**src/rtl/decoder_pkg.sv**
```systemverilog
// Shared RV32I opcode constants and instruction-format encoding for the decoder.
package decoder_pkg;

  localparam logic [6:0] ALUopR = 7'b0110011;
  localparam logic [6:0] ALUopI = 7'b0010011;
  localparam logic [6:0] LW     = 7'b0000011;
  localparam logic [6:0] SW     = 7'b0100011;
  localparam logic [6:0] BEQ    = 7'b1100011;
  localparam logic [6:0] LUI    = 7'b0110111;
  localparam logic [6:0] AUIPC  = 7'b0010111;
  localparam logic [6:0] JAL    = 7'b1101111;
  localparam logic [6:0] JALR   = 7'b1100111;

  typedef enum logic [2:0] {
    FMT_NONE = 3'd0,
    FMT_R    = 3'd1,
    FMT_I    = 3'd2,
    FMT_S    = 3'd3,
    FMT_B    = 3'd4,
    FMT_U    = 3'd5,
    FMT_J    = 3'd6
  } fmt_e;

endpackage

```
**src/rtl/decoder_imm_gen.sv**
```systemverilog
// Sign-extended immediate assembly for each RV32I instruction format.
module imm_gen
  import decoder_pkg::*;
(
  input  logic [31:0] instruction,
  input  fmt_e        fmt,
  output logic [31:0] imm
);

  always_comb begin
    imm = 32'd0;
    case (fmt)
      FMT_I: imm = {{20{instruction[31]}}, instruction[31:20]};
      FMT_S: imm = {{20{instruction[31]}}, instruction[31:25], instruction[11:7]};
      FMT_B: imm = {{19{instruction[31]}}, instruction[31], instruction[7],
                    instruction[30:25], instruction[11:8], 1'b0};
      FMT_U: imm = {instruction[31:12], 12'd0};
      FMT_J: imm = {{11{instruction[31]}}, instruction[31], instruction[19:12],
                    instruction[20], instruction[30:21], 1'b0};
      default: imm = 32'd0;
    endcase
  end

endmodule

```
**src/rtl/decoder.sv**
```systemverilog
// RV32I instruction decoder: field slices, format/immediate, legality check and
// a sticky flag remembering that an illegal instruction was ever seen.
module decoder
  import decoder_pkg::*;
(
  input  logic        clock,
  input  logic        reset,
  input  logic [31:0] instruction,
  output logic [6:0]  opcode,
  output logic [4:0]  rd,
  output logic [2:0]  funct3,
  output logic [4:0]  rs1,
  output logic [4:0]  rs2,
  output logic [6:0]  funct7,
  output logic [31:0] imm,
  output logic [2:0]  fmt,
  output logic        writes_rd,
  output logic        illegal,
  output logic        illegal_sticky
);

  fmt_e fmt_next;
  logic illegal_next;
  logic illegal_sticky_reg;

  assign opcode = instruction[6:0];
  assign rd     = instruction[11:7];
  assign funct3 = instruction[14:12];
  assign rs1    = instruction[19:15];
  assign rs2    = instruction[24:20];
  assign funct7 = instruction[31:25];

  always_comb begin
    fmt_next     = FMT_NONE;
    illegal_next = 1'b0;
    case (opcode)
      ALUopR: begin
        fmt_next = FMT_R;
        if (funct7 == 7'b0100000)
          illegal_next = !(funct3 == 3'b000 || funct3 == 3'b101);
        else
          illegal_next = (funct7 != 7'b0000000);
      end
      ALUopI: begin
        fmt_next = FMT_I;
        // Shift-amount encodings reuse the funct7 field; only SRAI may set bit 30.
        if (funct3 == 3'b001)
          illegal_next = (funct7 != 7'b0000000);
        else if (funct3 == 3'b101)
          illegal_next = !(funct7 == 7'b0000000 || funct7 == 7'b0100000);
      end
      LW: begin
        fmt_next     = FMT_I;
        illegal_next = (funct3 == 3'b011) || (funct3 == 3'b110) || (funct3 == 3'b111);
      end
      SW: begin
        fmt_next     = FMT_S;
        illegal_next = (funct3 > 3'b010);
      end
      BEQ: begin
        fmt_next     = FMT_B;
        illegal_next = (funct3 == 3'b010) || (funct3 == 3'b011);
      end
      LUI, AUIPC: fmt_next = FMT_U;
      JAL:        fmt_next = FMT_J;
      JALR: begin
        fmt_next     = FMT_I;
        illegal_next = (funct3 != 3'b000);
      end
      default: begin
        fmt_next     = FMT_NONE;
        illegal_next = 1'b1;
      end
    endcase
  end

  imm_gen u_imm_gen (
    .instruction (instruction),
    .fmt         (fmt_next),
    .imm         (imm)
  );

  assign fmt       = fmt_next;
  assign illegal   = illegal_next;
  assign writes_rd = !illegal_next && (rd != 5'd0) &&
                     (fmt_next == FMT_R || fmt_next == FMT_I ||
                      fmt_next == FMT_U || fmt_next == FMT_J);

  always_ff @(posedge clock) begin
    if (reset)
      illegal_sticky_reg <= 1'b0;
    else if (illegal_next)
      illegal_sticky_reg <= 1'b1;
  end

  assign illegal_sticky = illegal_sticky_reg;

endmodule

```
**config.mk**
```make
export PLATFORM = sky130hd
export DESIGN_NAME = decoder
export DESIGN_NICKNAME = d
export VERILOG_FILES = /design/src/rtl/decoder_pkg.sv /design/src/rtl/decoder_imm_gen.sv /design/src/rtl/decoder.sv
export SDC_FILE = /design/constraint.sdc
export NUM_CORES = 1
export LEC_CHECK = 0
export ABC_AREA = 1
export BUFFER_PORTS_ARGS = -buffer_cell sky130_fd_sc_hd__buf_2
export CORE_ASPECT_RATIO = 1.75
export CORE_MARGIN = 5
export CORE_UTILIZATION = 38
export DETAILED_ROUTE_END_ITERATION = 7
export PLACE_DENSITY = 0.81
export SETUP_SLACK_MARGIN = 0.02
export SLEW_MARGIN = 40
export SYNTH_ARGS = -nofsm -noshare
export SYNTH_HDL_FRONTEND = slang
export SYNTH_SLANG_ARGS = --single-unit
export TNS_END_PERCENT = 5
```
**constraint.sdc**
```tcl
create_clock -name clock -period 5.5 [get_ports clock]
set_input_delay 1.65 -clock clock [delete_from_list [all_inputs] [get_ports clock]]
set_output_delay 1.65 -clock clock [all_outputs]
set_load 0.03 [all_outputs]
```
==> impl_metrics.env <==
export IMPL_drtPass1Iterations=4
export IMPL_syn_area_per_cell_um2=5.95
export IMPL_crit_slowest_cell="o21ai_2"
export IMPL_gp_congestion=0.873
export IMPL_io_pin_count=104
export IMPL_wl_per_cell_um=11.6
export IMPL_outcome="complete, no violations"
export IMPL_fp_dieArea_um2=4320
export IMPL_synth_fp_nets=234
export IMPL_drtAntennaViolNets=0
export IMPL_final_core_util=0.499
export IMPL_peakVddDrop_mv=0.0507
export IMPL_grt_max_degree=20
export IMPL_grt_usage=0.150
export IMPL_worst_setup_path_start_kind="input port"
export IMPL_overflow=0
export IMPL_drive_gt1_frac=0.534
export IMPL_hpwlAfterDp_um=3080
export IMPL_die_height_um=83.3
export IMPL_clkTransAtPathRegs_ns=0
export IMPL_io_buffers=103
export IMPL_hold_violations=0
export IMPL_max_cap_violations=0
export IMPL_maxSlewViolCount=0
export IMPL_fin_tns_setup_ns=0
export IMPL_synth_xor_area_share=0
export IMPL_total_leakage_power_nw=1.10
export IMPL_vias=1383
export IMPL_rsz0062_at_grt="false"
export IMPL_synthSimpleGateAreaFrac=0.586
export IMPL_drc=0
export IMPL_synthFlopType="dfxtp_1"
export IMPL_crit_chain="buf_2 > inv_2 > nand2_2 > nor2_2 > nand2_1 > o21ai_2 > inv_1 > ha_1 > buf_4 > nand2_1 > buf_4 > nand3_2 > buf_2"
export IMPL_max_freq_mhz=197
export IMPL_worst_ep_required_time_ns=3.85
export IMPL_skew_ns=0
export IMPL_synth_seq_area_share=0.0172
export IMPL_yosysWarnings=0
export IMPL_start_util=0.398
export IMPL_synth_seq_cells=1
export IMPL_critPathArrivalTime_ns=3.41
export IMPL_synth_edff_count=0
export IMPL_relSlewSlack=0.798
export IMPL_tightest_slew_ns=0.303
export IMPL_final_nets=304
export IMPL_finalSetupViolCount=0
export IMPL_drt_iter0_drc=9
export IMPL_grt_pass1_vias=1308
export IMPL_netlist_instances=196
export IMPL_pwr_density_cell_nw_per_um2=78.6
export IMPL_via_per_inst=4.74
export IMPL_largest_register_ffs=1
export IMPL_path_class="input port to primary output"
export IMPL_hold_path_class="register to register"
export IMPL_antenna_found_initial=0
export IMPL_synth_fa_ha_area_frac=0.0429
export IMPL_grt_pass1_wl_um=5520
export IMPL_core_area_um2=2930
export IMPL_slowest_delay_ns=0.21
export IMPL_wirelength_um=3400
export IMPL_synthArstFlopShare=0
export IMPL_fp_dieW_um=51.9
export IMPL_rows=26
export IMPL_fin_crit_sh=0.921
export IMPL_fill_cells=332
export IMPL_synth_distinct_cells=26
export IMPL_synthMuxAreaShare=0
export IMPL_insertion_delay_ns=0
export IMPL_path_max_fanout=11
export IMPL_area_growth_pct=25.3
export IMPL_finalCriticalPeriod_ns=5.06
export IMPL_synth_compound_area_frac=0.0418
export IMPL_layout_setup_ws_ns=0.436
export IMPL_post_cts_buffers=0
export IMPL_p_total_mw=0.115
export IMPL_synth_top_family_by_area="simple AND/OR/NAND/NOR gates"
export IMPL_worst_setup_path_end_kind="primary output"
export IMPL_diodes=0
export IMPL_place_ws_ns=0.425
export IMPL_holdBufCountCts=0
export IMPL_cts_resized=0
export IMPL_syn_cell_area_um2=1170
## final cells by class
| cell class | instances | area (µm²) | area share |
|---|---|---|---|
| timing repair buffer | 105 | 531 | 0.363 |
| sequential | 1 | 20.0 | 0.0137 |
| tap | 28 | 35.0 | 0.0240 |
| multi-input combinational | 135 | 790 | 0.540 |
| inverter | 23 | 86.3 | 0.0591 |
## layer usage
| layer | share of wire | track usage | up-vias |
|---|---|---|---|
| met2 | 0.59 | 0.326 | 49 |
| met3 | 0.079 | 0.0161 | 2 |
| li1 | - | - | 723 |
| met5 | 0 | 0 | - |
| met1 | 0.33 | 0.143 | 609 |
| met4 | 0.0035 | 0.00477 | 0 |
## worst paths after layout
kind	start	endpoint	slack (ns)	cells after the start
setup / recovery	instruction[2]	imm[25]	0.44	13
hold / removal	illegal_sticky	illegal_sticky	0.52	4
setup reg to reg	illegal_sticky	illegal_sticky	4.91	4
hold reg to reg	illegal_sticky	illegal_sticky	0.52	4
## cell families after synthesis
group           Yosys count
simple gates            122
flops                     1
buf+inv                  60
compound gates            9
fa+ha+maj                 4
## cells in the mapped netlist, types with 2 or more instances
library cell	n	area, µm²
nand2_4	4	45.0
nand3_2	13	130
nor2_1	18	67.6
nand2_2	5	31.3
inv_1	18	67.6
inv_2	5	18.8
clkbuf_1	2	7.51
nand2_8	2	40.0
a21oi_1	3	15.0
nand2_1	55	206
ha_1	4	50.1
buf_4	32	240
o21ai_0	5	25.0
nand3_1	18	90.1
## critical path, delay by kind of cell
family                   cells  cell delay [ns]
adder cells (fa/ha/maj)      1             0.21
AO/OA/AOI/OAI                1             0.21
AND/OR/NAND/NOR              5             0.53
buffers and inverters        6             0.82
## report_power, final
group | leakage [nW] | total, mW | internal [mW] | switching (mW)
Combinational | 1.10 | 0.107 | 0.0306 | 0.0762
Clock | 0 | 0 | 0 | 0
Sequential | 0.00844 | 0.00806 | 0.00789 | 0.000174
Total | 1.10 | 0.115 | 0.0385 | 0.0764
## layout by cell type (no fill, tap or decap)
| cell type | Yosys | final |
|---|---|---|
| nor4_1 | 1 | 1 |
| nand3_1 | 18 | 18 |
| inv_1 | 18 | 18 |
| nand3_4 | 1 | 1 |
| buf_4 | 32 | 2 |
| nand3_2 | 13 | 13 |
| o21ai_0 | 5 | 3 |
| nand2_4 | 4 | 4 |
| nand4_1 | 1 | 1 |
| nor3_1 | 1 | 1 |
| dfxtp_1 | 1 | 1 |
| nor2_2 | 1 | 1 |
| inv_2 | 5 | 5 |
| nor2_8 | 1 | 1 |
| nand2_1 | 55 | 55 |
| nand2_2 | 5 | 5 |
| buf_2 | 1 | 103 |
| nor2_1 | 18 | 18 |
| nor2_4 | 1 | 1 |
| ha_1 | 4 | 4 |
| a21oi_1 | 3 | 3 |
| o21ai_2 | 1 | 3 |
| nand2_8 | 2 | 2 |
## per-stage QoR
| step | cells | cell area, µm² | hold WS (ns) |
|---|---|---|---|
| after CTS | 292 | 1460 | 0.525 |
| final | 292 | 1460 | 0.517 |
| after global placement | 292 | 1460 | 0.515 |
| after detailed placement | 292 | 1460 | 0.522 |
| after global routing | 292 | 1460 | 0.603 |
| after floorplan | 196 | 1170 | 0.658 |
Note: power is estimated with default switching activity, not from simulation.
